===== config.mk =====
export PLATFORM = sky130hd
export DESIGN_NAME = pid_hit_buffer
export DESIGN_NICKNAME = d
export VERILOG_FILES = /design/src/rtl/pid_hit_buffer.sv
export SDC_FILE = /design/constraint.sdc
export NUM_CORES = 1
export LEC_CHECK = 0
export ABC_AREA = 1
export BUFFER_PORTS_ARGS = -buffer_cell sky130_fd_sc_hd__clkbuf_2
export CELL_PAD_IN_SITES_DETAIL_PLACEMENT = 1
export CELL_PAD_IN_SITES_GLOBAL_PLACEMENT = 1
export CORE_UTILIZATION = 50
export CTS_CLUSTER_DIAMETER = 60
export DETAILED_ROUTE_END_ITERATION = 7
export GPL_TIMING_DRIVEN = 0
export PLACE_DENSITY_LB_ADDON = 0.2
export SLEW_MARGIN = 20
export SYNTH_ARGS = -nofsm -noshare
export SYNTH_HDL_FRONTEND = slang
export SYNTH_SLANG_ARGS = --single-unit

===== constraint.sdc =====
create_clock -name clk -period 6.8 [get_ports clk]
set_input_delay 1.36 -clock clk [delete_from_list [all_inputs] [get_ports clk]]
set_output_delay 1.36 -clock clk [all_outputs]
set_load 0.01 [all_outputs]

===== src/rtl/pid_hit_buffer.sv =====
// pid_hit_buffer
// Readout stage behind the fine-time PID discriminator. Non-empty hit words
// are tagged with the particle flags and a 13-bit coarse timestamp and are
// stored in a small FIFO. Saturating per-class hit counters run alongside.
// Slow control reads the FIFO and the counters over the wired-OR local bus.
module pid_hit_buffer #(
  parameter logic [7:0] Base      = 8'hE8,
  parameter int         DepthLog2 = 4
) (
  input  logic        clk,
  input  logic        rst,
  input  logic [31:0] Result,
  input  logic        Electron,
  input  logic        Muon,
  input  logic        Pion,
  input  logic [31:0] DataIn,
  input  logic [7:0]  Address,
  input  logic        Read,
  input  logic        Write,
  output logic [31:0] DataOut,
  output logic        NotEmpty,
  output logic        Overflow
);

  localparam int Depth = 1 << DepthLog2;
  localparam int CntW  = DepthLog2 + 1;

  // Register offsets relative to Base
  localparam logic [7:0] OffCtrl = 8'd0;
  localparam logic [7:0] OffData = 8'd1;
  localparam logic [7:0] OffTag  = 8'd2;
  localparam logic [7:0] OffEP   = 8'd3;
  localparam logic [7:0] OffM    = 8'd4;

  // Counter slots inside the packed counter vector
  localparam int IdxE = 0;
  localparam int IdxM = 1;
  localparam int IdxP = 2;

  // ---------------------------------------------------------------------------
  // State
  // ---------------------------------------------------------------------------
  logic [12:0]          r_ts;
  logic                 r_en;
  logic                 r_ovf;
  logic                 r_read_d;
  logic [DepthLog2-1:0] r_wr_ptr;
  logic [DepthLog2-1:0] r_rd_ptr;
  logic [CntW-1:0]      r_count;
  logic [47:0]          r_mem [Depth];

  // ---------------------------------------------------------------------------
  // Decode and FIFO control
  // ---------------------------------------------------------------------------
  logic [7:0]       w_offset;
  logic             w_in_range;
  logic             w_ctrl_wr;
  logic             w_clear;
  logic             w_empty;
  logic             w_full;
  logic             w_push_req;
  logic             w_pop_req;
  logic             w_push;
  logic             w_pop;
  logic             w_drop;
  logic [2:0]       w_flags;
  logic [47:0]      w_head;
  logic [31:0]      w_head_result;
  logic [15:0]      w_head_tag;
  logic [4:0]       w_count_field;
  logic [31:0]      w_status;
  logic [2:0][15:0] w_cnt;
  logic             w_unused;

  // Offset arithmetic is modulo 256, so a Base near the top of the map still
  // decodes its five consecutive addresses.
  assign w_offset   = Address - Base;
  assign w_in_range = (w_offset <= OffM);

  assign w_ctrl_wr  = Write && (w_offset == OffCtrl);
  assign w_clear    = w_ctrl_wr && DataIn[1];

  assign w_empty    = (r_count == '0);
  assign w_full     = (r_count == CntW'(Depth));

  assign w_flags    = {Pion, Muon, Electron};

  // Only non-empty words are worth storing; counters look at flags alone.
  assign w_push_req = r_en && (Result != 32'd0);

  // A pop is the first cycle of a read of the tag register. Holding Read high
  // keeps returning data but never pops twice.
  assign w_pop_req  = Read && !r_read_d && (w_offset == OffTag);
  assign w_pop      = w_pop_req && !w_empty;

  // When full, a push is only accepted if a pop frees a slot in the same cycle.
  assign w_push     = w_push_req && (!w_full || w_pop);
  assign w_drop     = w_push_req && w_full && !w_pop;

  // The storage holds stale data once popped, so the head is masked when empty.
  assign w_head        = r_mem[r_rd_ptr];
  assign w_head_result = w_empty ? 32'd0 : w_head[47:16];
  assign w_head_tag    = w_empty ? 16'd0 : w_head[15:0];

  assign w_count_field = 5'(r_count);
  assign w_status      = {r_en, 20'd0, r_ovf, w_full, w_empty, 3'd0, w_count_field};

  // Upper write-data bits have no meaning in the control register.
  assign w_unused = ^DataIn[31:2];

  // ---------------------------------------------------------------------------
  // Sequential logic
  // ---------------------------------------------------------------------------

  // Free-running coarse timestamp, wraps naturally at 13 bits
  always_ff @(posedge clk) begin
    if (rst) begin
      r_ts <= 13'd0;
    end else begin
      r_ts <= r_ts + 13'd1;
    end
  end

  // Capture enable; powers up enabled so hits are recorded without setup
  always_ff @(posedge clk) begin
    if (rst) begin
      r_en <= 1'b1;
    end else if (w_ctrl_wr) begin
      r_en <= DataIn[0];
    end
  end

  // Previous Read level for pop edge detection
  always_ff @(posedge clk) begin
    if (rst) begin
      r_read_d <= 1'b0;
    end else begin
      r_read_d <= Read;
    end
  end

  // FIFO storage write; no reset needed because pointers define validity
  always_ff @(posedge clk) begin
    if (!rst && !w_clear && w_push) begin
      r_mem[r_wr_ptr] <= {Result, w_flags, r_ts};
    end
  end

  // FIFO pointers, occupancy and sticky overflow; clear beats push and pop
  always_ff @(posedge clk) begin
    if (rst || w_clear) begin
      r_wr_ptr <= '0;
      r_rd_ptr <= '0;
      r_count  <= '0;
      r_ovf    <= 1'b0;
    end else begin
      if (w_push) begin
        r_wr_ptr <= r_wr_ptr + 1'b1;
      end
      if (w_pop) begin
        r_rd_ptr <= r_rd_ptr + 1'b1;
      end
      case ({w_push, w_pop})
        2'b10:   r_count <= r_count + 1'b1;
        2'b01:   r_count <= r_count - 1'b1;
        default: r_count <= r_count;
      endcase
      if (w_drop) begin
        r_ovf <= 1'b1;
      end
    end
  end

  // One saturating counter per particle class
  for (genvar gi = 0; gi < 3; gi++) begin : g_cnt
    logic [15:0] r_cnt;

    // Count enabled cycles carrying this class flag, stick at all-ones
    always_ff @(posedge clk) begin
      if (rst || w_clear) begin
        r_cnt <= 16'd0;
      end else if (r_en && w_flags[gi] && (r_cnt != 16'hFFFF)) begin
        r_cnt <= r_cnt + 16'd1;
      end
    end

    assign w_cnt[gi] = r_cnt;
  end

  // ---------------------------------------------------------------------------
  // Local-bus read mux; drives zero unless this block is being read
  // ---------------------------------------------------------------------------

  // Combinational readback from registered state
  always_comb begin
    DataOut = 32'd0;
    if (Read && w_in_range) begin
      case (w_offset)
        OffCtrl: DataOut = w_status;
        OffData: DataOut = w_head_result;
        OffTag:  DataOut = {16'd0, w_head_tag};
        OffEP:   DataOut = {w_cnt[IdxP], w_cnt[IdxE]};
        OffM:    DataOut = {16'd0, w_cnt[IdxM]};
        default: DataOut = 32'd0;
      endcase
    end
  end

  assign NotEmpty = !w_empty;
  assign Overflow = r_ovf;

endmodule


==> flow_summary.yaml <==
pwr:
  ir_drop_v: 0.000242
  p_per_area_nw_per_um2: 271
  p_leak_nw: 14.0
timing:
  slew_headroom: 0.174
  finalCritPeriodShare: 0.821
  max_freq_mhz: 179
  worst_pin_slew_ps: 1240
  rsz0062_at_grt: "false"
  final_hold_viol_count: 0
  clock_skew_ps: 24.6
  final_max_slew_viol_count: 0
  setup_viol: 0
  finalSetupTns_ps: 0
  final.min_clock_period_ps: 5580
logic_synthesis:
  yosysMostFrequentCell: "edfxtp_1"
  synth_cell_types: 45
  netlist_instances: 3114
  synth_flop_cell: "edfxtp_1"
  synth_edf_count: 768
  synth_largest_area_cell: "edfxtp_1"
  synthTopCellsByCount: "edfxtp_1, nor2_1, o21ai_0"
  synth_area_leaders: "edfxtp_1, nor2_1, o21ai_0"
  syn-num-nets: 3207
  ys_ff_latch: 849
  ys_warn_count: 0
  ys_seq_area_frac: 0.699
  syn_avg_cell_area_um2: 11.3
  yosysTopAreaCellShare: 0.653
  syn_area_um2: 35300
  async_flop_share: 0
clocking:
  cts_tree: "done"
  ctsHoldBuffers: 0
  cts_num_sinks: 849
  cts_resized: 0
  htree_levels: 3
  postCtsSetupBuffers: 0
  clk_latency_ps: 670
  cts.reportedPaths.clkPinSlew_ps: 60
  numCtsBuffers: 90
  cts-root-buf: "clkbuf_16"
  cts_buffer_depth: 3
global_route:
  grt_pass1_vias: 28700
  grt_usage: 0.387
  grt_pass1_wl_um: 195000
  antenna_found_initial: 8
  gr-total-overflow: 0
  grt_max_degree: 22
routing:
  num_vias: 28000
  antenna_left: 0
  wl_per_cell_um: 31.8
  viasPerCell: 6.44
  routed_wirelength_um: 138000
  drc_errors: 0
  drt_iter0_drc: 4048
  drtPass1Iterations: 8
worst_setup_path:
  path_class: "register to output port"
  required_ps: 5440
  path_max_fanout: 10
  critPathMaxStageDelay_ps: 700
  end_kind: "output port"
  crit_family: "buffers and inverters"
  crit_path_frequent_cell: "nand3_1"
  path_cells: "buf_2 -> inv_2 -> buf_4 -> buf_6 -> clkbuf_1 -> o21ai_0 -> nand3_1 -> nand3_1 -> nand2_1 -> nand2_1 -> nand3_1 -> nor2_1 -> nor2_1 -> clkbuf_2"
  cp.arrival_ps: 4220
  path_buf_inv: 6
  slowest_stage: "clkbuf_1"
  critical_path.startpoint_type: "register"
status:
  status: "complete, no violations"
place:
  port_buffers: 81
  place_area_um2: 38000
  hpwl_um: 93400
  finalWeightedCongestion: 0.920
run:
  maxCapViolCount: 0
finish:
  syn_to_final_growth_pct: 16.0
  fin_area_um2: 41000
  layout.nets: 3422
  drive_gt1_frac: 0.108
  fill_cells: 7246
die:
  core_area_um2: 69900
  fp-row-count: 97
  die-area_um2: 71700
  start_util: 0.505
  fp.dieW_um: 268
  fp.dieH_um: 268
  io_pins: 113
min_path:
  hold_path_class: "register to register"
state kept, by name (all words and copies together) (netlist names), named ones only:
signal / flops
r_count: 5
r_rd_ptr: 4
r_ts: 13
r_read_d: 1
r_mem: 768
g_cnt.r_cnt: 48
Overflow: 1
r_en: 1
r_wr_ptr: 4
layout by cell type (no fill, tap or decap), types with 52 or more instances in the layout:
| cell type | instances |
|---|---|
| clkbuf_1 | 108 |
| edfxtp_1 | 768 |
| nand3_1 | 219 |
| nor2_1 | 634 |
| nand2_1 | 322 |
| buf_2 | 52 |
| o211ai_1 | 100 |
| clkbuf_16 | 94 |
| inv_1 | 126 |
| dfxtp_1 | 81 |
| o21ai_0 | 414 |
| clkbuf_2 | 82 |
| a21oi_1 | 78 |
worst paths after layout:
kind              slack [ps]               start            endpoint  depth (start not counted)
setup reg to reg        3180          r_count[1]       r_mem[14][20]                         13
setup / recovery        1220            register          DataOut[8]                         14
hold reg to reg          490  g_cnt[1].r_cnt[13]  g_cnt[1].r_cnt[13]                          2
hold / removal           490  g_cnt[1].r_cnt[13]  g_cnt[1].r_cnt[13]                          2
cell families after synthesis:
kind of cell             after synthesis  synth area share
flip-flops                           849             0.699
AO/OA/AOI/OAI                        647             0.103
buffers and inverters                313            0.0374
XOR/XNOR                              26           0.00645
AND/OR/NAND/NOR                     1265             0.149
adder cells (fa/ha/maj)               14           0.00517
metrics by stage:
step | utilization | cells | total power [mW] | hold slack, ps | setup slack (ps)
CTS | 0.586 | 4341 | 11.1 | 491 | 1450
global placement | 0.528 | 4135 | 6.20 | 466 | -1750
global route | 0.586 | 4341 | 11.3 | 524 | 1370
detailed placement | 0.544 | 4177 | 6.26 | 481 | 1470
floorplan | - | 3114 | 6.03 | 439 | 1560
finish | 0.586 | 4342 | 11.1 | 488 | 1220
layout make-up:
class	instances	area, um2	share of cell area
sequential	849	24700	0.603
multi-input combinational	1952	9420	0.230
clock buffer	115	2520	0.0616
timing repair buffer	123	1440	0.0352
tap	940	1180	0.0287
buffer	179	817	0.0199
inverter	134	503	0.0123
clock inverter	49	394	0.00962
antenna	1	2.50	0.0000611
worst reg2reg max path, cell delays in order, from the launching register on:
cell     delay (ps)
dfxtp_1         450
inv_1           130
nand4_1         270
nand3_1         140
inv_1            90
nand3_2         170
nand2_1         120
nand2_1         180
inv_2           170
nand2_1         270
nor2_4          670
buf_16          250
buf_16          200
buf_16          180
report_power, final:
group | leakage [nW] | total, mW | internal (mW) | switching [mW]
clock | 1.44 | 4.94 | 2.81 | 2.13
combinational | 4.90 | 0.374 | 0.0913 | 0.283
sequential | 7.70 | 5.79 | 5.76 | 0.0370
total | 14.0 | 11.1 | 8.66 | 2.45
metal layers:
layer  global-route usage  part of all wire
met4                0.270             0.080
met1                0.483              0.36
met5                    0           0.00068
met2                0.599              0.45
met3               0.0877              0.11
(Power assumes the default switching activity.)
